==> config.mk <==
export PLATFORM = sky130hd
export DESIGN_NAME = ps2_host_tx
export DESIGN_NICKNAME = d
export VERILOG_FILES = /design/src/rtl/ps2_host_tx_pkg.sv /design/src/rtl/ps2_line_filter.sv /design/src/rtl/ps2_host_tx.sv
export SDC_FILE = /design/constraint.sdc
export NUM_CORES = 1
export LEC_CHECK = 0
export CORE_MARGIN = 2
export CORE_UTILIZATION = 55
export DETAILED_ROUTE_END_ITERATION = 8
export DONT_BUFFER_PORTS = 1
export GPL_ROUTABILITY_DRIVEN = 0
export PLACE_DENSITY = 0.73
export SLEW_MARGIN = 40
export SYNTH_ARGS = -nofsm -noshare
export SYNTH_HDL_FRONTEND = slang
export SYNTH_HIERARCHICAL = 1
export SYNTH_SLANG_ARGS = --single-unit
==> constraint.sdc <==
create_clock -name iCLK_50 -period 2.28 [get_ports iCLK_50]
set_input_delay 0.114 -clock iCLK_50 [delete_from_list [all_inputs] [get_ports iCLK_50]]
set_output_delay 0.114 -clock iCLK_50 [all_outputs]
set_load 0.01 [all_outputs]
==> src/rtl/ps2_host_tx_pkg.sv <==
// Shared definitions for the PS/2 host-to-device transmitter: state encodings,
// error codes, default timing and the on-wire frame builder.
package ps2_host_tx_pkg;

   localparam logic [2:0] ST_IDLE      = 3'd0;
   localparam logic [2:0] ST_INHIBIT   = 3'd1;
   localparam logic [2:0] ST_REQ       = 3'd2;
   localparam logic [2:0] ST_SHIFT     = 3'd3;
   localparam logic [2:0] ST_ACK       = 3'd4;
   localparam logic [2:0] ST_WAIT_IDLE = 3'd5;
   localparam logic [2:0] ST_DONE      = 3'd6;
   localparam logic [2:0] ST_ERR       = 3'd7;

   localparam logic [1:0] ERR_OK       = 2'b00;
   localparam logic [1:0] ERR_START_TO = 2'b01;
   localparam logic [1:0] ERR_XFER_TO  = 2'b10;
   localparam logic [1:0] ERR_NO_ACK   = 2'b11;

   localparam int DEF_INHIBIT_CYCLES = 6000;
   localparam int DEF_START_TIMEOUT  = 750000;
   localparam int DEF_XFER_TIMEOUT   = 100000;
   localparam int DEF_FILTER_LEN     = 8;

   // Bits in shift order: data LSB first, odd parity, stop (always 1).
   function automatic logic [9:0] build_frame(input logic [7:0] data);
      return {1'b1, ~^data, data};
   endfunction

endpackage

==> src/rtl/ps2_line_filter.sv <==
// Two-flop synchroniser plus run-length debounce for a PS/2 pad; emits the
// accepted level and a one-cycle pulse when that level falls.
module ps2_line_filter
   import ps2_host_tx_pkg::*;
#(
   parameter int FILTER_LEN = DEF_FILTER_LEN
) (
   input  logic clk,
   input  logic rst,
   input  logic i_pad,
   output logic o_level,
   output logic o_fall
);

   localparam int CW = $clog2(FILTER_LEN) + 1;

   logic          sync1_q, sync2_q;
   logic          level_q, level_d;
   logic          fall_q, fall_d;
   logic [CW-1:0] run_q, run_d;

   always_comb begin
      // NOTE: every output gets a default first, so no path leaves one unassigned (no latch).
      level_d = level_q;
      fall_d  = 1'b0;
      run_d   = '0;
      if (sync2_q != level_q) begin
         if (run_q == CW'(FILTER_LEN - 1)) begin
            level_d = sync2_q;
            fall_d  = ~sync2_q;
         end else begin
            run_d = run_q + CW'(1);
         end
      end
   end

   // Idle bus is high, so reset to 1 to avoid a phantom edge after reset.
   always_ff @(posedge clk or posedge rst) begin
      if (rst) begin
         sync1_q <= 1'b1;
         sync2_q <= 1'b1;
         level_q <= 1'b1;
         fall_q  <= 1'b0;
         run_q   <= '0;
      end else begin
         // NOTE: non-blocking here so the sync chain really is two flops deep.
         sync1_q <= i_pad;
         sync2_q <= sync1_q;
         level_q <= level_d;
         fall_q  <= fall_d;
         run_q   <= run_d;
      end
   end

   assign o_level = level_q;
   assign o_fall  = fall_q;

endmodule

==> src/rtl/ps2_host_tx.sv <==
// PS/2 host-to-device command transmitter: inhibit, start bit, 10 bits clocked
// out on device falling edges, ACK check, with start and transfer timeouts.
module ps2_host_tx
   import ps2_host_tx_pkg::*;
#(
   parameter int INHIBIT_CYCLES = DEF_INHIBIT_CYCLES,
   parameter int START_TIMEOUT  = DEF_START_TIMEOUT,
   parameter int XFER_TIMEOUT   = DEF_XFER_TIMEOUT,
   parameter int FILTER_LEN     = DEF_FILTER_LEN
) (
   input  logic       iCLK_50,
   input  logic       iRST,
   input  logic       iSTART,
   input  logic [7:0] iDATA,
   input  logic       iPS2_CLK,
   input  logic       iPS2_DAT,
   output logic       oPS2_CLK_OE,
   output logic       oPS2_DAT_OE,
   output logic       oBUSY,
   output logic       oDONE,
   output logic       oERROR,
   output logic [1:0] oERR_CODE
);

   localparam int T_MAX = (START_TIMEOUT > INHIBIT_CYCLES) ? START_TIMEOUT : INHIBIT_CYCLES;
   localparam int TW    = $clog2(T_MAX + 1);
   localparam int XW    = $clog2(XFER_TIMEOUT + 1);
   localparam logic [TW-1:0] INH_LAST   = TW'(INHIBIT_CYCLES - 1);
   localparam logic [TW-1:0] START_LAST = TW'(START_TIMEOUT - 1);
   localparam logic [XW-1:0] XFER_LAST  = XW'(XFER_TIMEOUT - 1);

   logic          clk_level, clk_fall;
   logic          dat_s1_q, dat_sync;
   logic [2:0]    state_q, state_d;
   logic [9:0]    frame_q, frame_d;
   logic [3:0]    bit_cnt_q, bit_cnt_d;
   logic [TW-1:0] timer_q, timer_d, timer_inc;
   logic [XW-1:0] xfer_q, xfer_d, xfer_inc;
   logic          clk_oe_q, clk_oe_d, dat_oe_q, dat_oe_d;
   logic          busy_q, busy_d, done_q, done_d, error_q, error_d;
   logic [1:0]    err_code_q, err_code_d, fail_code;
   logic          shift_bit, fail;

   ps2_line_filter #(.FILTER_LEN(FILTER_LEN)) u_clk_filter (
      .clk     (iCLK_50),
      .rst     (iRST),
      .i_pad   (iPS2_CLK),
      .o_level (clk_level),
      .o_fall  (clk_fall)
   );

   // Timers saturate rather than wrap.
   assign timer_inc = (timer_q == '1) ? timer_q : timer_q + TW'(1);
   assign xfer_inc  = (xfer_q  == '1) ? xfer_q  : xfer_q  + XW'(1);

   always_comb begin
      state_d    = state_q;
      frame_d    = frame_q;
      bit_cnt_d  = bit_cnt_q;
      timer_d    = timer_q;
      xfer_d     = xfer_q;
      clk_oe_d   = clk_oe_q;
      dat_oe_d   = dat_oe_q;
      done_d     = 1'b0;
      error_d    = error_q;
      err_code_d = err_code_q;
      shift_bit  = 1'b0;
      fail       = 1'b0;
      fail_code  = ERR_OK;
      case (state_q)
         ST_IDLE: if (iSTART) begin
            frame_d    = build_frame(iDATA);
            bit_cnt_d  = '0;
            timer_d    = '0;
            clk_oe_d   = 1'b1;
            error_d    = 1'b0;
            err_code_d = ERR_OK;
            state_d    = ST_INHIBIT;
         end
         ST_INHIBIT: begin
            timer_d = timer_inc;
            if (dat_oe_q) begin
               clk_oe_d = 1'b0;
               timer_d  = '0;
               state_d  = ST_REQ;
            end else if (timer_q == INH_LAST) begin
               dat_oe_d = 1'b1;
            end
         end
         ST_REQ: begin
            timer_d = timer_inc;
            if (clk_fall) begin
               shift_bit = 1'b1;
               xfer_d    = '0;
               state_d   = ST_SHIFT;
            end else if (timer_q == START_LAST) begin
               fail      = 1'b1;
               fail_code = ERR_START_TO;
            end
         end
         ST_SHIFT: begin
            xfer_d = xfer_inc;
            if (xfer_q == XFER_LAST) begin
               fail      = 1'b1;
               fail_code = ERR_XFER_TO;
            end else if (clk_fall) begin
               shift_bit = 1'b1;
               if (bit_cnt_q == 4'd9) state_d = ST_ACK;
            end
         end
         ST_ACK: begin
            xfer_d = xfer_inc;
            if (xfer_q == XFER_LAST) begin
               fail      = 1'b1;
               fail_code = ERR_XFER_TO;
            end else if (clk_fall) begin
               if (dat_sync) begin
                  fail      = 1'b1;
                  fail_code = ERR_NO_ACK;
               end else begin
                  state_d = ST_WAIT_IDLE;
               end
            end
         end
         ST_WAIT_IDLE: begin
            xfer_d = xfer_inc;
            if (xfer_q == XFER_LAST) begin
               fail      = 1'b1;
               fail_code = ERR_XFER_TO;
            end else if (clk_level && dat_sync) begin
               done_d  = 1'b1;
               state_d = ST_DONE;
            end
         end
         default: state_d = ST_IDLE;  // DONE and ERR each last exactly one cycle
      endcase

      // Open-drain: a 1 bit is sent by releasing the line.
      if (shift_bit) begin
         dat_oe_d  = ~frame_q[0];
         frame_d   = {1'b1, frame_q[9:1]};
         bit_cnt_d = bit_cnt_q + 4'd1;
      end
      if (fail) begin
         state_d    = ST_ERR;
         clk_oe_d   = 1'b0;
         dat_oe_d   = 1'b0;
         error_d    = 1'b1;
         err_code_d = fail_code;
         done_d     = 1'b1;
      end
      busy_d = (state_d != ST_IDLE);
   end

   always_ff @(posedge iCLK_50 or posedge iRST) begin
      if (iRST) begin
         dat_s1_q   <= 1'b1;
         dat_sync   <= 1'b1;
         state_q    <= ST_IDLE;
         frame_q    <= '0;
         bit_cnt_q  <= '0;
         timer_q    <= '0;
         xfer_q     <= '0;
         clk_oe_q   <= 1'b0;
         dat_oe_q   <= 1'b0;
         busy_q     <= 1'b0;
         done_q     <= 1'b0;
         error_q    <= 1'b0;
         err_code_q <= ERR_OK;
      end else begin
         dat_s1_q   <= iPS2_DAT;
         dat_sync   <= dat_s1_q;
         state_q    <= state_d;
         frame_q    <= frame_d;
         bit_cnt_q  <= bit_cnt_d;
         timer_q    <= timer_d;
         xfer_q     <= xfer_d;
         clk_oe_q   <= clk_oe_d;
         dat_oe_q   <= dat_oe_d;
         busy_q     <= busy_d;
         done_q     <= done_d;
         error_q    <= error_d;
         err_code_q <= err_code_d;
      end
   end

   // Pad enables come straight from flops, so the bus never sees decode glitches.
   assign oPS2_CLK_OE = clk_oe_q;
   assign oPS2_DAT_OE = dat_oe_q;
   assign oBUSY       = busy_q;
   assign oDONE       = done_q;
   assign oERROR      = error_q;
   assign oERR_CODE   = err_code_q;

endmodule

==> reports/qor.txt, run 1 <==
Register area share after synthesis - 47.1%
Largest net degree at the start of global routing - 33
Reg2reg start - xfer_q[13]
Cells along the critical path - or4_4 -> nor4_4 -> buf_4 -> or3_2 -> nand3_1 -> or3_1
Port buffer count - 0
Antenna violations before repair - 0
Worst path bufs/invs - 1
Clock period minus worst slack - 2.15 ns
Ys async rst share - 100%
Slew headroom - 53.8%
Hold path start - iSTART
Routed WL per cell - 15.8 um
Core box area - 6720 sq um
Crit-path max FO - 9
Later-pin clock latency in the skew report - 0.35 ns
Worst R2R Path Depth - 6
Syn Inst Count - 381
Starting density of the core - 56.3%
Post-DR vias/cell - 6.07
Synth cell types - 58
CTS sink count - 71
Row count - 30
Number of remaining DRC errors - 0
Max H-tree Level - 3
Clock transition at path regs - 0.08 ns
Main synth FF type - dfrtp_1
Top-area cell type share of the netlist area - 43.6%
Max-slew violation count - 0
Final Cell Area - 4350 sq um
Hold Path Cell Cnt - 4
Count leader, synth - dfrtp_1
Reg2Reg Capture Point - state_q[1]
Max Cap Viol - 0
Share of cells above drive strength 1 - 16.8%
Number of buffers inserted during clock tree synthesis - 9
Syn nets - 400
Post-synth EDFFs - 0
First-pass GRT wire length - 13600 um
# setup viols final - 0
Leakage - 0.00195 uW
Chip Width - 87.0 um
Final Core Density - 64.7%
Max Root-Sink Buffers - 2
WHS Endpoint - oPS2_CLK_OE
Final Skew - 0.00729 ns
Peak VDD IR - 0.450 mV
Synth Register Bits - 71
Startpoint type of the worst setup path - flip-flop
Largest cells by area after synthesis - dfrtp_1, xnor2_1, nor2_1, dfstp_2, nand2_1
Status - finished, final reports clean
CP required - 2.51 ns
Gr ovfl total - 0
Post-route ant nets - 0
Warnings from Yosys - 6
Syn_area_per_cell - 9.93 sq um
Die area - 7560 sq um
R2R Setup Slk - 0.13 ns
Hold crit path type - in -> reg
# IOs - 20
Placed instance area - 4020 sq um
Initial DRC count - 162
Worst path slowest cell - or4_4
CP peak stage delay - 0.56 ns
Mapped cell area - 3780 sq um
Hold Vio Cnt, Final - 0
CTS tree - yes
Crit path kind - reg -> reg
WP data arrival - 2.38 ns
Pwr/cell area - 583 nW/um^2
CP Depth - 6
DP Wirelength - 5450 um
Die Span Y - 87.0 um
P&R area growth vs syn - 14.9%
Overall Global Routing Usage - 23.1%
Smallest hold slack - 0.0659 ns
Commonest cells post-synth - dfrtp_1, nor2_1, nand2_1, xnor2_1, nand3_1
Total Wirelength - 7820 um
Root buffer cell - clkbuf_8
Final cycle utilization of the critical path - 94.4%
Post-route non-filler standard cell count - 496
Largest area contributor in the netlist - dfrtp_1
CP delay by family, top - simple AND/OR/NAND/NOR gates
Final net count - 430
Worst-margin pin slew - 0.691 ns
Fmax - 0.465 GHz
Vias in the first global route - 2898
CP endpoint kind - flip-flop
Diode count - 0
Pre-Repair DR Iteration Count - 5
Vias post-DR - 3011
Cells after DPL - 469
-- kinds of logic (layout without fill, tap and decap cells) --
logic type | count (synthesis) | count (layout) | synth area share, %
simple gates | 173 | 173 | 25.3
flops | 71 | 71 | 47.1
xor+xnor | 36 | 36 | 8.33
compound gates | 65 | 65 | 12.5
mux | 8 | 8 | 2.28
buf+inv | 22 | 57 | 2.51
fa+ha+maj | 6 | 6 | 1.98
-- cells in the final DEF, fill, tap and decap left out, types with 5 or more instances in the layout --
master | netlist | final
and4_1 | 5 | 5
nand2_1 | 32 | 32
or3_1 | 6 | 6
xor2_1 | 13 | 13
ha_1 | 6 | 6
a22o_2 | 7 | 7
dfstp_2 | 5 | 5
a21o_1 | 8 | 8
o211ai_1 | 6 | 6
nor4_1 | 10 | 9
nand4_1 | 9 | 9
dlygate4sd3_1 | 0 | 11
inv_1 | 6 | 5
xnor2_1 | 23 | 23
nor3_1 | 11 | 10
clkbuf_8 | 0 | 10
dfrtp_1 | 66 | 66
a211oi_1 | 6 | 6
o21ai_0 | 9 | 9
nor2_1 | 49 | 49
buf_4 | 1 | 23
nand3_1 | 14 | 13
nand2b_1 | 5 | 5
a21oi_1 | 11 | 10
mux2i_1 | 6 | 6
o2111ai_1 | 5 | 5
-- layer usage --
| layer | track usage [%] | vias up | wire (um) |
|---|---|---|---|
| li1 | - | 1450 | - |
| met1 | 31.6 | 1472 | 3620 |
| met2 | 35.8 | 75 | 3710 |
| met3 | 5.88 | 14 | 351 |
| met4 | 8.24 | 0 | 129 |
| met5 | 0 | - | 0 |
-- layout make-up --
| class | instances | area (sq um) |
|---|---|---|
| timing repair buffer | 35 | 303 |
| sequential | 71 | 1780 |
| clock inverter | 5 | 57.6 |
| tap | 80 | 100 |
| inverter | 6 | 22.5 |
| fill | 527 | 2370 |
| clock buffer | 11 | 141 |
| multi-input combinational | 288 | 1940 |
-- flip-flops by register name, indices dropped and copies added (netlist names), 2 cells and up --
signal,flops
timer_q,20
bit_cnt_q,4
oERR_CODE,2
state_q,3
u_clk_filter/run_q,4
xfer_q,17
frame_q,10
-- power breakdown --
group	switching [uW]	internal, uW
clock	489	538
combinational	74.5	84.9
sequential	37.1	1310
-- worst min-delay path, delay by kind of cell --
family	cells	cell delay, ns
AO/OA/AOI/OAI	2	0.09
AND/OR/NAND/NOR	2	0.17
-- per-stage QoR --
stage | setup TNS, ns | setup slack [ns] | power [uW]
4_1_cts | 0 | 0.107 | 2550
5_1_grt | -0.0132 | -0.00757 | 2640
3_3_place_gp | 0 | 0.163 | 1510
6_report | 0 | 0.128 | 2530
3_5_place_dp | 0 | 0.122 | 1520
2_1_floorplan | 0 | 0.141 | 1480
-- what timing repair did --
item	in CTS	in global routing
setup endpoints to repair	0	15
hold endpoints to repair	48	0
gates resized for setup	0	4
setup buffers	0	0
hold buffers	11	0
-- how the worst max path moves through the flow --
| stage | start | to | slack, ns |
|---|---|---|---|
| 2_1_floorplan | xfer_q[13] | frame_q[8] | 0.14 |
| 3_3_place_gp | xfer_q[13] | bit_cnt_q[0] | 0.16 |
| 3_5_place_dp | xfer_q[1] | xfer_q[12] | 0.12 |
| 4_1_cts | xfer_q[1] | xfer_q[12] | 0.11 |
| 5_1_grt | xfer_q[4] | xfer_q[3] | -0.008 |
| 6_report | xfer_q[13] | state_q[1] | 0.13 |
Note: power is estimated with default switching activity, not from simulation.
==> run 2: changes to the inputs <==
PLACE_DENSITY = 0.7   (was 0.73)
clock period = 2.31 ns   (was 2.28 ns; I/O delays follow)
==> reports/qor.txt, run 2 (synthesized netlist as in run 1, its figures left out) <==
Worst path slowest cell - or4_4 (unchanged)
Status - finished, final reports clean (unchanged)
# setup viols final - 0 (unchanged)
Overall Global Routing Usage - 22.0% (was 23.1%)
Diode count - 0 (unchanged)
Routed wl met2 - 3600 um (was 3710 um)
Max Root-Sink Buffers - 2 (unchanged)
WP data arrival - 2.43 ns (was 2.38 ns)
Met1 Wirelength - 3700 um (was 3620 um)
Pwr/cell area - 622 nW/um^2 (was 583 nW/um^2)
CP endpoint kind - flip-flop (unchanged)
Die Span Y - 87.0 um (unchanged)
Initial DRC count - 197 (was 162)
Final cycle utilization of the critical path - 95.4% (was 94.4%)
Routed WL per cell - 15.9 um (was 15.8 um)
First-pass GRT wire length - 13300 um (was 13600 um)
Antenna violations before repair - 0 (unchanged)
Max H-tree Level - 3 (unchanged)
Chip Width - 87.0 um (unchanged)
Slew headroom - 61.2% (was 53.8%)
DP Wirelength - 5230 um (was 5450 um)
RSZ-0062 raised after global routing - false
Top reg by flops - timer_q (unchanged)
Max Cap Viol - 0 (unchanged)
Die area - 7560 sq um (unchanged)
Cells along the critical path - or4_4 -> nor4_4 -> buf_4 -> a21oi_4 -> buf_12 -> a22o_2 -> a21o_1 (was or4_4 -> nor4_4 -> buf_4 -> or3_2 -> nand3_1 -> or3_1)
Most frequent cells in the layout - dfrtp_1, nor2_1, nand2_1 (unchanged)
CP peak stage delay - 0.56 ns (about the same)
Fillers - 522 (was 527)
Final net count - 424 (was 430)
CTS tree - yes (unchanged)
# IOs - 20 (unchanged)
Share of cells above drive strength 1 - 15.4% (was 16.8%)
Startpoint type of the worst setup path - flip-flop (unchanged)
Number of buffers inserted during clock tree synthesis - 9 (unchanged)
Hold Vio Cnt, Final - 0 (unchanged)
Max-slew violation count - 0 (unchanged)
Row count - 30 (unchanged)
Starting density of the core - 56.3% (unchanged)
Clock period minus worst slack - 2.20 ns (was 2.15 ns)
Sum of negative setup slack - 0 ns (unchanged)
Fmax - 0.454 GHz (was 0.465 GHz)
Top flop regs - timer_q x20, xfer_q x17, frame_q x10 (unchanged)
Leakage - 0.00192 uW (was 0.00195 uW)
Later-pin clock latency in the skew report - 0.35 ns (about the same)
Root buffer cell - clkbuf_8 (unchanged)
Number of remaining DRC errors - 0 (unchanged)
Most common cell after layout, fill and taps aside - dfrtp_1 (unchanged)
CP required - 2.54 ns (was 2.51 ns)
Crit-path max FO - 9 (unchanged)
Port buffer count - 0 (unchanged)
Worst-margin pin slew - 0.577 ns (was 0.691 ns)
Peak VDD IR - 0.414 mV (was 0.450 mV)
Metal3 WL - 377 um (was 351 um)
Total Wirelength - 7790 um (was 7820 um)
Core box area - 6720 sq um (unchanged)
CTS sink count - 71 (unchanged)
Clock transition at path regs - 0.08 ns (about the same)
Vias in the first global route - 2817 (was 2898)
Pre-Repair DR Iteration Count - 4 (was 5)
Smallest hold slack - 0.0118 ns (was 0.0659 ns)
P&R area growth vs syn - 15.3% (was 14.9%)
Max FFs per register - 20 (unchanged)
Post-route ant nets - 0 (unchanged)
Hold crit path type - in -> reg (unchanged)
Vias post-DR - 2918 (was 3011)
DR top layer - met4 (unchanged)
Post-DR vias/cell - 5.96 (was 6.07)
Final Skew - 0.0100 ns (was 0.00729 ns)
Crit path kind - reg -> reg (unchanged)
Gr ovfl total - 0 (unchanged)
Largest net degree at the start of global routing - 64 (was 33)
## run 2: cell types whose count changed in the layout (fill, tap and decap cells not counted), moves of 2 or more
cell       change
clkinv_2       -2
buf_4          -7
bufinv_16      +2
buf_12         +2
## run 2: where the power goes
part	leakage (uW)	switching [uW]	internal (uW)
Combinational	0.000882	74.4	82.9
Sequential	0.000914	36.9	1290
Clock	0.000120	477	749
## run 2: final cells by class
class / instances / area (sq um) / share of cell area [%]
clock buffers: 11 / 141 / 3.24
clock inverters: 5 / 106 / 2.44
inverters: 6 / 22.5 / 0.516
multi-input cells: 288 / 1930 / 44.2
flip-flops and latches: 71 / 1780 / 40.9
well taps: 80 / 100 / 2.29
repair buffers: 29 / 280 / 6.42
## run 2: through the flow
stage	total power (uW)	area [sq um]	setup slack, ns	util, %	std cells
2_1_floorplan	1460	3780	0.171	-	381
3_3_place_gp	1490	3960	0.172	58.9	461
3_5_place_dp	1500	3960	0.133	58.9	461
4_1_cts	2730	4300	0.117	64.0	487
5_1_grt	2800	4360	0.0399	64.9	490
6_report	2710	4360	0.105	64.9	490
## run 2: worst paths after layout
path	from	endpoint	slack, ns	cells after the start
max	xfer_q[13]	frame_q[2]	0.11	7
min	iDATA[2]	frame_q[2]	0.01	2
max reg2reg	xfer_q[13]	frame_q[2]	0.11	7
min reg2reg	dat_s1_q	dat_sync	0.36	0
max in group asynchronous	iRST	dat_s1_q	1.65	3
min in group asynchronous	iRST	u_clk_filter/run_q[0]	0.19	2
## run 2: layer usage
layer	vias to the layer above	GRT usage, %
met1	1406	31.2
met5	-	0
met4	0	6.96
li1	1426	-
met2	76	34.1
met3	10	4.45
## run 2: what timing repair did
item,CTS,global route
buffers inserted,0,3
endpoints found under the hold margin,78,0
hold buffers,10,0
resized for setup,0,2
setup endpoints to repair,0,8
## run 2: worst max-delay path, delay by kind of cell, from the launching register on
family / cells / cell delay [ns]
AND/OR/NAND/NOR: 2 / 0.85
buffers and inverters: 2 / 0.36
flip-flops: 1 / 0.43
AO/OA/AOI/OAI: 3 / 0.46
==> run 3: changes to the inputs <==
clock period = 2.7 ns   (was 2.31 ns; I/O delays follow)
==> reports/qor.txt, run 3 (synthesized netlist as in run 1, its figures left out) <==
Leakage - 0.00185 uW (was 0.00192 uW)
Share of cells above drive strength 1 - 13.2% (was 15.4%)
R2R Setup Slk - 0.31 ns (was 0.11 ns)
Max FFs per register - 20 (unchanged)
Routed WL per cell - 15.7 um (was 15.9 um)
Starting density of the core - 56.3% (unchanged)
Slew headroom - 57.1% (was 61.2%)
Post-CTS Setup Repair Bufs - 0 (unchanged)
CTS tree - yes (unchanged)
DP Wirelength - 5070 um (was 5230 um)
DR top layer - met4 (unchanged)
Sw Share - 24.6% (was 21.7%)
Largest net degree at the start of global routing - 64 (unchanged)
Top flop regs - timer_q x20, xfer_q x17, frame_q x10 (unchanged)
Overall Global Routing Usage - 22.1% (was 22.0%)
Routed wl met2 - 3550 um (was 3600 um)
Vias post-DR - 2866 (was 2918)
Gr ovfl total - 0 (unchanged)
WHS Endpoint - oPS2_CLK_OE (was frame_q[2])
Sum of negative setup slack - 0 ns (unchanged)
Status - finished, final reports clean (unchanged)
Vias in the first global route - 2808 (was 2817)
Hold crit path type - in -> reg (unchanged)
Post-route ant nets - 0 (unchanged)
Port buffer count - 0 (unchanged)
Max Cap Viol - 0 (unchanged)
Crit-path max FO - 5 (was 9)
Clock transition at path regs - 0.09 ns (was 0.08 ns)
Final cycle utilization of the critical path - 88.5% (was 95.4%)
CP endpoint kind - flip-flop (unchanged)
Crit path kind - reg -> reg (unchanged)
Die area - 7560 sq um (unchanged)
First-pass GRT wire length - 13200 um (was 13300 um)
Pre-Repair DR Iteration Count - 4 (unchanged)
# IOs - 20 (unchanged)
CP required - 2.97 ns (was 2.54 ns)
Number of buffers inserted during clock tree synthesis - 9 (unchanged)
Final net count - 415 (was 424)
Worst R2R Path Depth - 8 (was 7)
Worst-margin pin slew - 0.637 ns (was 0.577 ns)
Pwr/cell area - 509 nW/um^2 (was 622 nW/um^2)
Antenna violations before repair - 0 (unchanged)
Root buffer cell - clkbuf_8 (unchanged)
Most common cell after layout, fill and taps aside - dfrtp_1 (unchanged)
Top reg by flops - timer_q (unchanged)
Fmax - 0.418 GHz (was 0.454 GHz)
Clock power frac - 40.6% (was 45.2%)
Metal3 WL - 345 um (was 377 um)
Internal - 1620 uW (was 2130 uW)
Clock period minus worst slack - 2.39 ns (was 2.20 ns)
Hold path start - iSTART (was iDATA[2])
Later-pin clock latency in the skew report - 0.35 ns (about the same)
Post-DR vias/cell - 5.96 (about the same)
Seq pwr share - 53.2% (was 49.0%)
RSZ-0062 raised after global routing - false (unchanged)
WP data arrival - 2.66 ns (was 2.43 ns)
Sw Pwr - 527 uW (was 588 uW)
Total Wirelength - 7550 um (was 7790 um)
Max H-tree Level - 3 (unchanged)
# setup viols final - 0 (unchanged)
Die Span Y - 87.0 um (unchanged)
Core box area - 6720 sq um (unchanged)
Reg2reg start - xfer_q[0] (was xfer_q[13])
Hold Vio Cnt, Final - 0 (unchanged)
Chip Width - 87.0 um (unchanged)
Max Root-Sink Buffers - 2 (unchanged)
Peak VDD IR - 0.322 mV (was 0.414 mV)
Most frequent cells in the layout - dfrtp_1, nor2_1, nand2_1 (unchanged)
Comb power frac - 6.2% (was 5.8%)
Initial DRC count - 216 (was 197)
CTS sink count - 71 (unchanged)
Diode count - 0 (unchanged)
Hold Path Cell Cnt - 4 (was 2)
Met1 Wirelength - 3560 um (was 3700 um)
Startpoint type of the worst setup path - flip-flop (unchanged)
Final Core Density - 62.6% (was 64.9%)
Max-slew violation count - 0 (unchanged)
Reg2Reg Capture Point - xfer_q[12] (was frame_q[2])
Number of remaining DRC errors - 0 (unchanged)
P&R area growth vs syn - 11.1% (was 15.3%)
Row count - 30 (unchanged)
Final Skew - 0.0137 ns (was 0.0100 ns)
-- run 3: cell types whose count changed in the layout (fill, tap and decap cells not counted), moves of 2 or more --
cell / delta
inv_6: +3
buf_12: -3
buf_4: -8
bufinv_16: -2
-- run 3: power groups by stage --
| stage | clock network [uW] | logic [uW] | registers [uW] |
|---|---|---|---|
| 2_1_floorplan | 0 | 102 | 1150 |
| 3_3_place_gp | 0 | 119 | 1160 |
| 3_5_place_dp | 0 | 121 | 1160 |
| 4_1_cts | 898 | 134 | 1140 |
| 5_1_grt | 941 | 150 | 1140 |
| 6_report | 871 | 133 | 1140 |
-- run 3: area by class of cell --
class,instances,area (sq um)
sequential,71,1780
clock inverter,7,78.8
inverter,6,22.5
timing repair buffer,20,181
tap,80,100
fill,561,2510
multi-input combinational,288,1920
clock buffer,9,124
-- run 3: worst max path at each step --
stage | from | to | cells after the start
finish | xfer_q[0] | xfer_q[12] | 8
global route | xfer_q[4] | xfer_q[12] | 10
CTS | xfer_q[0] | xfer_q[12] | 8
detailed placement | xfer_q[0] | xfer_q[12] | 8
global placement | xfer_q[4] | xfer_q[12] | 10
floorplan | xfer_q[13] | frame_q[8] | 5
-- run 3: timing repair --
item | 4_1_cts | 5_1_grt
resized for setup | 0 | 0
hold buffers | 11 | 0
endpoints found under the hold margin | 79 | 0
-- run 3: routing by layer --
metal	up-vias	GRT usage [%]
met2	61	34.1
met4	0	7.10
met3	9	5.78
met1	1385	30.5
met5	-	0
li1	1411	-
-- run 3: critical path, stage by stage, from the launching register on --
cell	delay, ns
dfrtp_1	0.43
ha_1	0.24
nand4_1	0.17
nor2_1	0.08
ha_1	0.18
a21oi_1	0.31
o21ai_0	0.31
or4_1	0.52
o21ai_0	0.08
-- run 3: stage by stage --
stage,cells,hold WS [ns],worst slack [ns],area [sq um],total power (uW)
after floorplan,381,-0.0515,0.561,3780,1250
after global placement,454,-0.0224,0.427,3890,1280
after detailed placement,454,-0.0182,0.356,3890,1280
after CTS,481,0.0665,0.326,4200,2170
after global routing,481,0.166,0.0399,4210,2230
final,481,0.0711,0.309,4210,2140
